## src/rtl/seg7_pkg.sv

```systemverilog
// rtl/seg7_pkg.sv - shared constants for the seven-segment scan driver
package seg7_pkg;

  localparam logic [6:0] SEG_BLANK = 7'h7F;
  // Wide enough for the largest digit count; the driver slices what it needs.
  localparam logic [7:0] AN_OFF = 8'hFF;

  // Active-low {g,f,e,d,c,b,a} patterns for hex digits 0..F.
  localparam logic [6:0] SEG_TABLE [16] = '{
    7'b1000000, 7'b1111001, 7'b0100100, 7'b0110000,
    7'b0011001, 7'b0010010, 7'b0000010, 7'b1111000,
    7'b0000000, 7'b0010000, 7'b0001000, 7'b0000011,
    7'b1000110, 7'b0100001, 7'b0000110, 7'b0001110
  };

endpackage

```

## src/rtl/hex_to_seg7.sv

```systemverilog
// rtl/hex_to_seg7.sv - combinational hex nibble to active-low segment pattern
module hex_to_seg7
  import seg7_pkg::*;
(
  input  logic [3:0] nibble,
  output logic [6:0] seg
);

  assign seg = SEG_TABLE[nibble];

endmodule

```

## src/rtl/seg7_scan_driver.sv

```systemverilog
// rtl/seg7_scan_driver.sv - time-multiplexed common-anode seven-segment driver
module seg7_scan_driver
  import seg7_pkg::*;
#(
  parameter int REFRESH_DIV = 100000,
  parameter int NUM_DIGITS  = 4
) (
  input  logic                    clk,
  input  logic                    rst,
  input  logic [4*NUM_DIGITS-1:0] value,
  input  logic [NUM_DIGITS-1:0]   dp_in,
  input  logic                    blank_lz,
  output logic [NUM_DIGITS-1:0]   an,
  output logic [6:0]              seg,
  output logic                    dp,
  output logic                    scan_tick
);

  localparam int CW = $clog2(REFRESH_DIV);
  localparam int IW = (NUM_DIGITS > 1) ? $clog2(NUM_DIGITS) : 1;
  localparam logic [CW-1:0] CNT_LAST = CW'(REFRESH_DIV - 1);
  localparam logic [IW-1:0] IDX_LAST = IW'(NUM_DIGITS - 1);

  logic [CW-1:0]           cnt;
  logic [IW-1:0]           idx;
  logic [4*NUM_DIGITS-1:0] snap_val;
  logic [NUM_DIGITS-1:0]   snap_dp;
  logic                    load_pend;
  logic                    tick_q;

  logic                    tick;
  logic                    load;
  logic [3:0]              nibble;
  logic [6:0]              dec_seg;
  logic [NUM_DIGITS-1:0]   blank_mask;
  logic                    hi_zero;

  assign tick   = (cnt == CNT_LAST);
  assign load   = (tick && (idx == IDX_LAST)) || load_pend;
  assign nibble = snap_val[{idx, 2'b00} +: 4];

  hex_to_seg7 u_dec (
    .nibble (nibble),
    .seg    (dec_seg)
  );

  // Walk down from the top digit; a digit is blank while everything above it is zero.
  always_comb begin
    blank_mask = '0;
    hi_zero    = 1'b1;
    for (int i = NUM_DIGITS - 1; i >= 1; i--) begin
      hi_zero       = hi_zero && (snap_val[4*i +: 4] == 4'h0);
      blank_mask[i] = blank_lz && hi_zero;
    end
  end

  always_ff @(posedge clk) begin
    if (rst) begin
      cnt       <= '0;
      idx       <= '0;
      snap_val  <= '0;
      snap_dp   <= '0;
      load_pend <= 1'b1;
      tick_q    <= 1'b0;
      an        <= AN_OFF[NUM_DIGITS-1:0];
      seg       <= SEG_BLANK;
      dp        <= 1'b1;
      scan_tick <= 1'b0;
    end else begin
      cnt <= tick ? '0 : cnt + 1'b1;
      if (tick) begin
        idx <= (idx == IDX_LAST) ? '0 : idx + 1'b1;
      end
      if (load) begin
        snap_val  <= value;
        snap_dp   <= dp_in;
        load_pend <= 1'b0;
      end
      // Two stages so the pulse lines up with the anode change, which lags idx by one.
      tick_q    <= tick;
      scan_tick <= tick_q;
      an        <= ~(NUM_DIGITS'(1) << idx);
      if (blank_mask[idx]) begin
        seg <= SEG_BLANK;
        dp  <= 1'b1;
      end else begin
        seg <= dec_seg;
        dp  <= ~snap_dp[idx];
      end
    end
  end

endmodule

```

## config.mk

```make
export PLATFORM = sky130hd
export DESIGN_NAME = seg7_scan_driver
export DESIGN_NICKNAME = d
export VERILOG_FILES = /design/src/rtl/seg7_pkg.sv /design/src/rtl/hex_to_seg7.sv /design/src/rtl/seg7_scan_driver.sv
export SDC_FILE = /design/constraint.sdc
export NUM_CORES = 1
export LEC_CHECK = 0
export ABC_AREA = 1
export BUFFER_PORTS_ARGS = -buffer_cell sky130_fd_sc_hd__buf_2
export CAP_MARGIN = 10
export CORE_ASPECT_RATIO = 1.4
export CORE_MARGIN = 2
export CORE_UTILIZATION = 51
export CTS_CLUSTER_DIAMETER = 120
export DETAILED_ROUTE_END_ITERATION = 10
export PLACE_DENSITY = 0.75
export SLEW_MARGIN = 15
export SYNTH_ARGS = -nofsm -noshare
export SYNTH_HDL_FRONTEND = slang
export SYNTH_SLANG_ARGS = --single-unit
```

## constraint.sdc

```tcl
create_clock -name clk -period 1.8 [get_ports clk]
set_clock_uncertainty 0.05 [all_clocks]
set_input_delay 0.45 -clock clk [delete_from_list [all_inputs] [get_ports clk]]
set_output_delay 0.45 -clock clk [all_outputs]
set_load 0.005 [all_outputs]
```

==> results of run 1 <==
[layout by cell type, fill, tap and decap left out, drive strengths merged]
cell type,netlist,routed
nand2,79,79
buf,8,40
o21a,2,2
o21ai,11,11
nor3b,1,1
ha,11,11
xor2,6,6
dfxtp,54,54
nand3,50,50
inv,45,45
a31oi,1,1
nor2,49,49
clkbuf,6,6
clkinv,1,1
o211ai,2,2
nor3,5,5
xnor2,1,1
nor4,1,1
nand4,3,3
a21oi,28,28
clkinvlp,0,1
or2,2,2
[power breakdown]
group / internal [W] / total [W] / switching [W]
registers: 0.00125 / 0.00127 / 0.0000244
clock network: 0.000268 / 0.000641 / 0.000374
logic: 0.0000987 / 0.000240 / 0.000142
[worst paths after layout]
path | startpoint | endpoint | cells past startpoint
setup reg to reg | idx[0]$_SDFFE_PP0N_ | seg[5]$_SDFF_PP1_ | 11
hold reg to reg | tick_q$_SDFF_PP0_ | scan_tick$_SDFF_PP0_ | 2
hold / removal | rst | load_pend$_SDFFE_PP1P_ | 1
setup / recovery | idx[0]$_SDFFE_PP0N_ | seg[5]$_SDFF_PP1_ | 11
[sequential cells by signal, indices dropped and copies added, names as in the netlist]
name,count
an,4
cnt,17
dp,1
idx,2
load_pend,1
scan_tick,1
seg,7
snap_dp,4
snap_val,16
tick_q,1
[logic make-up (layout without fill, tap and decap cells)]
family          after synthesis  after routing  share of synthesized area
compound gates               44             44                     0.0890
simple gates                190            190                      0.321
buf+inv                      60             93                     0.0977
flops                        54             54                      0.416
fa+ha+maj                    11             11                     0.0529
xor+xnor                      7              7                     0.0236
[metrics by stage]
step / setup WS, ns / setup TNS, ns / utilization
finish: 0.154 / 0 / 0.597
global route: -0.000181 / -0.000181 / 0.597
CTS: 0.0727 / 0 / 0.596
detailed placement: 0.0742 / 0 / 0.579
global placement: 0.123 / 0 / 0.579
floorplan: 0.0834 / 0 / -
[layout make-up]
class,count,area [sq um],share of cell area
clock buffer,6,72.6,0.0249
clock inverter,1,7.51,0.00258
inverter,46,175,0.0601
multi-input combinational,252,1270,0.436
sequential,54,1080,0.372
tap,64,80.1,0.0275
timing repair buffer,40,225,0.0773
[metal layers]
metal / GRT usage / vias to the layer above / share of wire
li1: - / 1225 / -
met1: 0.199 / 1008 / 0.42
met2: 0.395 / 39 / 0.53
met3: 0.0420 / 8 / 0.028
met4: 0.0754 / 0 / 0.017
met5: 0 / - / 0
==> results by group, run 1 <==
Outcome
  – Status: finished, final reports clean

Min path
  – Worst hold path type: input pin to flop

Clocking
  – CTS sink count: 54
  – CTS root buf: clkbuf_8
  – Worst skew pair latency: 0.31 ns
  – Clock tree buffer depth: 2
  – CTS H-tree depth: 2
  – CTS Buf Count: 5
  – CTS resizes: 0
  – Clock transition at the registers of the reported paths: 0.10 ns
  – Total setup buffers inserted after CTS: 0
  – CTS tree: yes
  – # hold bufs at CTS: 0

STA
  – Final period utilization: 0.915
  – Slew Limit Fails: 0
  – Min Hold Slack: 0.286 ns
  – Min cycle time layout: 1.65 ns
  – Slew @ Worst Pin: 0.504 ns
  – F_max: 0.607 GHz
  – Slew HR: 0.663
  – Setup violators final: 0
  – Hold Fails Final Rpt: 0

Logic synthesis
  – Mapped Nets: 400
  – Async S/R FF share, synth: 0
  – Synth top cells by count: nand2_1, dfxtp_1, nand3_1
  – EDFF count, synth: 0
  – Synthesized area per cell: 7.10 sq um
  – Synth area leaders: dfxtp_1, nand2_1, nand3_1
  – Most used DFF post-synth: dfxtp_1
  – Unique cell type count in the Yosys netlist: 30
  – Seq/Total Area, Yosys: 0.416
  – Synth warn: 0
  – Synthesized area: 0.00260 sq mm
  – Mapped Cells: 366
  – Leading area contributor after synthesis: dfxtp_1
  – Count leader, synth: nand2_1
  – Yosys reg bits: 54
  – Top cell type's share of synthesized area: 0.416

Finish
  – Filler instances: 469
  – Share of cells above drive strength 1: 0.160
  – Ant diodes: 0
  – Post-Layout Inst Area: 0.00291 sq mm
  – Non-Filler Instances: 463
  – Layout area overhead: 12.1%
  – Fin nets: 433

Die
  – DIE WIDTH: 64.3 um
  – Initial Util: 0.533
  – Die Span Y: 88.5 um
  – I/O pins: 36
  – Row count: 30
  – CORE AREA: 0.00488 sq mm
  – Die area: 0.00569 sq mm

Critical path
  – Crit-path max cell delay: 0.35 ns
  – CP required: 1.93 ns
  – Worst EP arrival: 1.77 ns
  – R2r setup slk: 0.15 ns
  – Buf+Inv Stages, Crit Path: 2
  – Setup crit end kind: flop
  – Cell mode on critical path: nand2_1
  – Cell family with most CP delay: simple AND/OR/NAND/NOR gates
  – CP Launch Type: flop
  – Setup CP Type: flop to flop
  – Critical-path cell list: buf_12 -> nand2_1 -> o21ai_0 -> nand2_1 -> nand2_2 -> inv_1 -> ha_1 -> nand2_1 -> o21ai_0 -> nand2_1 -> nand3_1
  – Slowest cell on crit path: dfxtp_2
  – Max FO, Critical Path: 19

Place
  – Detail Placement HPWL: 3860 um
  – Placer Congestion: 0.822
  – Placed Area: 0.00283 sq mm
  – Input/output buffers: 35
  – Dpl cells: 456

Detailed routing
  – Iteration-0 DRC Markers: 133
  – Vias per cell: 4.92
  – Antenna Violating Nets Remaining: 0
  – Post-route DRC: 0
  – Initial DRT Pass Iterations: 4
  – Via count: 2280
  – Drt total wl: 5260 um
  – Wire per inst: 11.4 um

Global route
  – Vias in the first global route: 2063
  – Initial antenna violation count: 0
  – Total grt overflow: 0
  – First-pass GRT wire length: 8820 um
  – Largest net degree at the start of global routing: 41
  – All-Layer GR Usage: 0.198

Power and ir drop
  – Leakage Power: 1.30 nW
  – VDD IR-drop max: 0.000511 V
  – Final Power: 0.00215 W
  – Pwr dens: 739 mW/mm^2

Job
  – Max-cap viol count: 0
Power figures use the tool's default switching activity.
==> run 2, diff against run 1 <==
Settings changed: CORE_UTILIZATION 51 to 61, PLACE_DENSITY 0.75 to 0.84, RECOVER_POWER from default to 25.
Clock period 1.8 ns to 1.9 ns, I/O delays scaled along.
==> results by group, run 2 (synthesis gave the netlist of run 1 again) <==
Critical path
  – Setup CP Type: flop to flop (unchanged)
  – Crit-path max cell delay: 0.35 ns (about the same)
  – R2r startpoint: idx[0]$_SDFFE_PP0N_ (unchanged)
  – CP Launch Type: flop (unchanged)
  – Slowest cell on crit path: dfxtp_2 (unchanged)
  – Setup crit end kind: flop (unchanged)
  – CP required: 2.07 ns (was 1.93 ns)
  – Max FO, Critical Path: 9 (was 19)
  – R2r setup slk: 0.17 ns (was 0.15 ns)
  – Critical-path cell list: buf_4 -> nand2_1 -> o211ai_1 -> nand2_1 -> inv_1 -> ha_1 -> nor2_1 -> o21ai_0 -> nand3_1 (was buf_12 -> nand2_1 -> o21ai_0 -> nand2_1 -> nand2_2 -> inv_1 -> ha_1 -> nand2_1 -> o21ai_0 -> nand2_1 -> nand3_1)
  – Buf+Inv Stages, Crit Path: 2 (unchanged)
  – Worst EP arrival: 1.90 ns (was 1.77 ns)
  – Cell family with most CP delay: simple AND/OR/NAND/NOR gates (unchanged)
  – Cell mode on critical path: nand2_1 (unchanged)
  – Worst r2r path cells: 9 (was 11)
  – Worst R2R End: seg[3]$_SDFF_PP1_ (was seg[5]$_SDFF_PP1_)

Min path
  – Worst Hold Path EP: snap_val[2]$_SDFFE_PP0P_ (was load_pend$_SDFFE_PP1P_)
  – Hold path start: value[2] (was rst)
  – Worst hold path type: input pin to flop (unchanged)
  – Hold depth: 3 (was 1)

Clocking
  – Worst skew pair latency: 0.32 ns (was 0.31 ns)
  – Total setup buffers inserted after CTS: 0 (unchanged)
  – # hold bufs at CTS: 0 (unchanged)
  – Clock tree buffer depth: 2 (unchanged)
  – CTS resizes: 0 (unchanged)
  – CTS sink count: 54 (unchanged)
  – Clock transition at the registers of the reported paths: 0.10 ns (about the same)
  – CTS Buf Count: 5 (unchanged)
  – CTS H-tree depth: 2 (unchanged)
  – CTS root buf: clkbuf_8 (unchanged)
  – CTS tree: yes (unchanged)

Die
  – Die area: 0.00481 sq mm (was 0.00569 sq mm)
  – DIE WIDTH: 59.2 um (was 64.3 um)
  – Initial Util: 0.624 (was 0.533)
  – Die Span Y: 81.2 um (was 88.5 um)
  – CORE AREA: 0.00417 sq mm (was 0.00488 sq mm)
  – I/O pins: 36 (unchanged)
  – Row count: 28 (was 30)

Detailed routing
  – Antenna Violating Nets Remaining: 0 (unchanged)
  – Vias per cell: 5.39 (was 4.92)
  – Iteration-0 DRC Markers: 102 (was 133)
  – Post-route DRC: 0 (unchanged)
  – Drt total wl: 5680 um (was 5260 um)
  – Wire per inst: 12.7 um (was 11.4 um)
  – Initial DRT Pass Iterations: 5 (was 4)
  – Via count: 2410 (was 2280)

STA
  – Setup violators final: 0 (unchanged)
  – RSZ-0062 raised after global routing: no
  – F_max: 0.578 GHz (was 0.607 GHz)
  – Final period utilization: 0.911 (was 0.915)
  – Final critical-path setup slack: 0.170 ns (was 0.154 ns)
  – Slew Limit Fails: 0 (unchanged)
  – Min cycle time layout: 1.73 ns (was 1.65 ns)
  – Slew @ Worst Pin: 1.09 ns (was 0.504 ns)
  – Hold Fails Final Rpt: 0 (unchanged)
  – Slew HR: 0.272 (was 0.663)
  – Fin Setup TNS: 0 ns (unchanged)

Global route
  – All-Layer GR Usage: 0.252 (was 0.198)
  – Initial antenna violation count: 0 (unchanged)
  – Largest net degree at the start of global routing: 41 (unchanged)
  – Total grt overflow: 0 (unchanged)
  – Vias in the first global route: 2249 (was 2063)
  – First-pass GRT wire length: 9200 um (was 8820 um)

Finish
  – Max reg flops: 17 (unchanged)
  – Layout area overhead: 11.9% (was 12.1%)
  – Non-Filler Instances: 447 (was 463)
  – Share of cells above drive strength 1: 0.142 (was 0.160)
  – Reg with most FFs: cnt (unchanged)
  – Most frequent cells in the layout: nand2_1, dfxtp_1, nand3_1, nor2_1, inv_1 (unchanged)
  – Ant diodes: 0 (unchanged)
  – Top Registers: cnt: 17 flops, snap_val: 16 flops, seg: 7 flops (unchanged)
  – Post-Layout Inst Area: 0.00291 sq mm (about the same)
  – Filler instances: 361 (was 469)
  – Commonest non-fill, non-tap cell in the layout: nand2_1 (unchanged)
  – Fin nets: 435 (was 433)

Job
  – Max-cap viol count: 0 (unchanged)

Place
  – Dpl ws: 0.125 ns (was 0.0742 ns)
  – Placed Area: 0.00281 sq mm (was 0.00283 sq mm)
  – Dpl cells: 439 (was 456)
  – Detail Placement HPWL: 3910 um (was 3860 um)
  – Placer Congestion: 0.924 (was 0.822)
  – Input/output buffers: 35 (unchanged)

Power and ir drop
  – VDD IR-drop max: 0.000394 V (was 0.000511 V)
  – Final Power: 0.00222 W (was 0.00215 W)
  – Leakage Power: 1.30 nW (about the same)
  – Pwr dens: 763 mW/mm^2 (was 739 mW/mm^2)

Outcome
  – Status: finished, final reports clean (unchanged)
-- run 2: routing by layer --
| metal | global-route usage | share of wire | wire [um] | up-vias |
|---|---|---|---|---|
| met5 | 0 | 0 | 0 | - |
| li1 | - | - | - | 1231 |
| met3 | 0.0446 | 0.036 | 203 | 18 |
| met1 | 0.262 | 0.39 | 2210 | 1099 |
| met2 | 0.468 | 0.55 | 3100 | 62 |
| met4 | 0.132 | 0.029 | 164 | 0 |
-- run 2: tightest hold or removal path: stages --
cell	delay, ns
buf_2	0.07
a21oi_1	0.03
nor2_1	0.08
-- run 2: report_power, final --
group          switching (W)  internal (W)  total, W
combinational       0.000139     0.0000933  0.000232
clock               0.000386      0.000394  0.000779
sequential         0.0000248       0.00118   0.00121
-- run 2: final cells by class --
class	instances	area (sq um)	area share
clock buffers	6	72.6	0.0249
inverters	46	178	0.0610
well taps	45	56.3	0.0193
flip-flops and latches	54	1080	0.372
multi-input cells	252	1270	0.436
clock inverters	2	37.5	0.0129
repair buffers	42	215	0.0739
-- run 2: through the flow --
| step | hold WS [ns] | util |
|---|---|---|
| after floorplan | 0.338 | - |
| after global placement | 0.360 | 0.673 |
| after detailed placement | 0.359 | 0.673 |
| after CTS | 0.289 | 0.699 |
| after global routing | 0.327 | 0.698 |
| final | 0.316 | 0.698 |
-- run 2: how the worst max path moves through the flow --
| stage | endpoint | startpoint | depth (start not counted) | slack [ns] |
|---|---|---|---|---|
| after floorplan | seg[5]$_SDFF_PP1_ | idx[0]$_SDFFE_PP0N_ | 11 | 0.18 |
| after detailed placement | seg[5]$_SDFF_PP1_ | idx[0]$_SDFFE_PP0N_ | 11 | 0.13 |
| final | seg[3]$_SDFF_PP1_ | idx[0]$_SDFFE_PP0N_ | 9 | 0.17 |
| after global routing | seg[3]$_SDFF_PP1_ | idx[0]$_SDFFE_PP0N_ | 9 | 0.006 |
| after global placement | seg[5]$_SDFF_PP1_ | idx[0]$_SDFFE_PP0N_ | 11 | 0.21 |
| after CTS | seg[5]$_SDFF_PP1_ | idx[0]$_SDFFE_PP0N_ | 11 | 0.11 |
==> run 3, diff against run 2 <==
Settings changed: CORE_UTILIZATION 61 to 40, PLACE_DENSITY 0.84 to default.
==> results by group, run 3 (synthesis gave the netlist of run 1 again) <==
Global route
  – First-pass GRT wire length: 9160 um (was 9200 um)
  – Vias in the first global route: 2134 (was 2249)
  – All-Layer GR Usage: 0.160 (was 0.252)
  – Total grt overflow: 0 (unchanged)
  – Largest net degree at the start of global routing: 41 (unchanged)
  – Initial antenna violation count: 0 (unchanged)

Critical path
  – Crit-path max cell delay: 0.41 ns (was 0.35 ns)
  – Slowest cell on crit path: dfxtp_1 (was dfxtp_2)
  – CP Launch Type: flop (unchanged)
  – CP required: 2.05 ns (was 2.07 ns)
  – Cell family with most CP delay: flip-flops (was simple AND/OR/NAND/NOR gates)
  – Buf+Inv Stages, Crit Path: 2 (unchanged)
  – Setup crit end kind: flop (unchanged)
  – Setup CP Type: flop to flop (unchanged)
  – Worst EP arrival: 1.85 ns (was 1.90 ns)
  – Max FO, Critical Path: 10 (was 9)
  – Critical-path cell list: inv_2 -> o211ai_1 -> nand2_1 -> inv_1 -> ha_1 -> nor2_1 -> o21ai_0 -> nand3_1 (was buf_4 -> nand2_1 -> o211ai_1 -> nand2_1 -> inv_1 -> ha_1 -> nor2_1 -> o21ai_0 -> nand3_1)

Die
  – CORE AREA: 0.00625 sq mm (was 0.00417 sq mm)
  – Initial Util: 0.416 (was 0.624)
  – Die area: 0.00717 sq mm (was 0.00481 sq mm)
  – DIE WIDTH: 72.1 um (was 59.2 um)
  – I/O pins: 36 (unchanged)
  – Die Span Y: 99.4 um (was 81.2 um)
  – Row count: 34 (was 28)

Clocking
  – Worst skew pair latency: 0.31 ns (was 0.32 ns)
  – CTS resizes: 0 (unchanged)
  – Clock transition at the registers of the reported paths: 0.10 ns (about the same)
  – Clock tree buffer depth: 2 (unchanged)
  – CTS Buf Count: 5 (unchanged)
  – # hold bufs at CTS: 0 (unchanged)
  – CTS tree: yes (unchanged)
  – CTS sink count: 54 (unchanged)
  – CTS root buf: clkbuf_8 (unchanged)
  – CTS H-tree depth: 2 (unchanged)
  – Total setup buffers inserted after CTS: 0 (unchanged)

Place
  – Input/output buffers: 35 (unchanged)
  – Placer Congestion: 0.856 (was 0.924)
  – Dpl ws: 0.205 ns (was 0.125 ns)
  – Detail Placement HPWL: 4030 um (was 3910 um)
  – Dpl cells: 466 (was 439)

Detailed routing
  – Initial DRT Pass Iterations: 4 (was 5)
  – Via count: 2303 (was 2410)
  – Wire per inst: 11.7 um (was 12.7 um)
  – Post-route DRC: 0 (unchanged)
  – Drt total wl: 5540 um (was 5680 um)
  – Vias per cell: 4.86 (was 5.39)
  – Iteration-0 DRC Markers: 97 (was 102)
  – Antenna Violating Nets Remaining: 0 (unchanged)

Finish
  – Non-Filler Instances: 474 (was 447)
  – Top Registers: cnt: 17 flops, snap_val: 16 flops, seg: 7 flops (unchanged)
  – Max reg flops: 17 (unchanged)
  – Filler instances: 645 (was 361)
  – Commonest non-fill, non-tap cell in the layout: nand2_1 (unchanged)
  – Layout area overhead: 13.6% (was 11.9%)
  – Reg with most FFs: cnt (unchanged)
  – Ant diodes: 0 (unchanged)
  – Fin nets: 435 (unchanged)
  – Share of cells above drive strength 1: 0.149 (was 0.142)
  – Most frequent cells in the layout: nand2_1, dfxtp_1, nand3_1, nor2_1, inv_1 (unchanged)

STA
  – Final period utilization: 0.894 (was 0.911)
  – Fin Setup TNS: 0 ns (unchanged)
  – Slew @ Worst Pin: 1.09 ns (about the same)
  – Setup violators final: 0 (unchanged)
  – Final critical-path setup slack: 0.201 ns (was 0.170 ns)
  – Slew Limit Fails: 0 (unchanged)
  – F_max: 0.589 GHz (was 0.578 GHz)
  – Hold Fails Final Rpt: 0 (unchanged)
  – Min cycle time layout: 1.70 ns (was 1.73 ns)
  – Slew HR: 0.271 (was 0.272)
  – RSZ-0062 raised after global routing: no (unchanged)

Power and ir drop
  – Pwr dens: 744 mW/mm^2 (was 763 mW/mm^2)
  – VDD IR-drop max: 0.000405 V (was 0.000394 V)
  – Pint: 0.00167 W (about the same)
  – Switching share of power: 0.241 (was 0.248)
  – Comb pwr share: 0.105 (about the same)
  – Register share of total power: 0.548 (was 0.544)
  – Leakage Power: 1.33 nW (was 1.30 nW)
  – P_sw: 0.000530 W (was 0.000549 W)
  – Clock group share of total power: 0.347 (was 0.351)

Outcome
  – Status: finished, final reports clean (unchanged)

Job
  – Max-cap viol count: 0 (unchanged)

Min path
  – Worst hold path type: input pin to flop (unchanged)
## run 3: changes by cell type in the layout (fill, tap and decap cells not counted), sizes merged
cell / previous run / this run
clkbuf: 13 / 8
buf: 35 / 39
clkinv: 1 / 3
clkinvlp: 1 / 0
## run 3: layout make-up
| type | instances | area [sq um] | area share |
|---|---|---|---|
| timing repair buffer | 42 | 234 | 0.0792 |
| multi-input combinational | 252 | 1260 | 0.428 |
| clock inverter | 3 | 40.0 | 0.0136 |
| sequential | 54 | 1080 | 0.366 |
| clock buffer | 5 | 68.8 | 0.0233 |
| tap | 72 | 90.1 | 0.0305 |
| inverter | 46 | 175 | 0.0593 |
## run 3: worst paths after layout
kind	startpoint	end	slack, ns	depth (start not counted)
max	idx[1]$_SDFFE_PP0N_	seg[3]$_SDFF_PP1_	0.20	8
min	dp_in[1]	snap_dp[1]$_SDFFE_PP0P_	0.33	3
max reg2reg	idx[1]$_SDFFE_PP0N_	seg[3]$_SDFF_PP1_	0.20	8
min reg2reg	tick_q$_SDFF_PP0_	scan_tick$_SDFF_PP0_	0.38	2
## run 3: worst reg2reg max path, cell delays in order, from the launching register on
cell and delay, ns:
dfxtp_1 0.41, inv_2 0.18, o211ai_1 0.12, nand2_1 0.13
inv_1 0.11, ha_1 0.31, nor2_1 0.04, o21ai_0 0.16
nand3_1 0.08
## run 3: metrics by stage
step	total power [W]	util	hold WS (ns)	area, sq um
after floorplan	0.00138	-	0.338	2600
after global placement	0.00147	0.456	0.377	2850
after detailed placement	0.00147	0.456	0.355	2850
after CTS	0.00223	0.473	0.295	2960
after global routing	0.00231	0.472	0.341	2950
final	0.00220	0.472	0.332	2950
## run 3: power groups by stage
stage,Clock [W],Combinational [W],Sequential [W]
6_report,0.000762,0.000231,0.00121
2_1_floorplan,0,0.000153,0.00123
4_1_cts,0.000790,0.000236,0.00121
3_5_place_dp,0,0.000235,0.00123
5_1_grt,0.000831,0.000267,0.00121
3_3_place_gp,0,0.000233,0.00123
## run 3: routing by layer
metal | part of all wire | vias up | GRT usage
met2 | 0.53 | 32 | 0.293
li1 | - | 1234 | -
met4 | 0.012 | 0 | 0.0566
met3 | 0.042 | 6 | 0.0436
met5 | 0 | - | 0
met1 | 0.41 | 1031 | 0.171
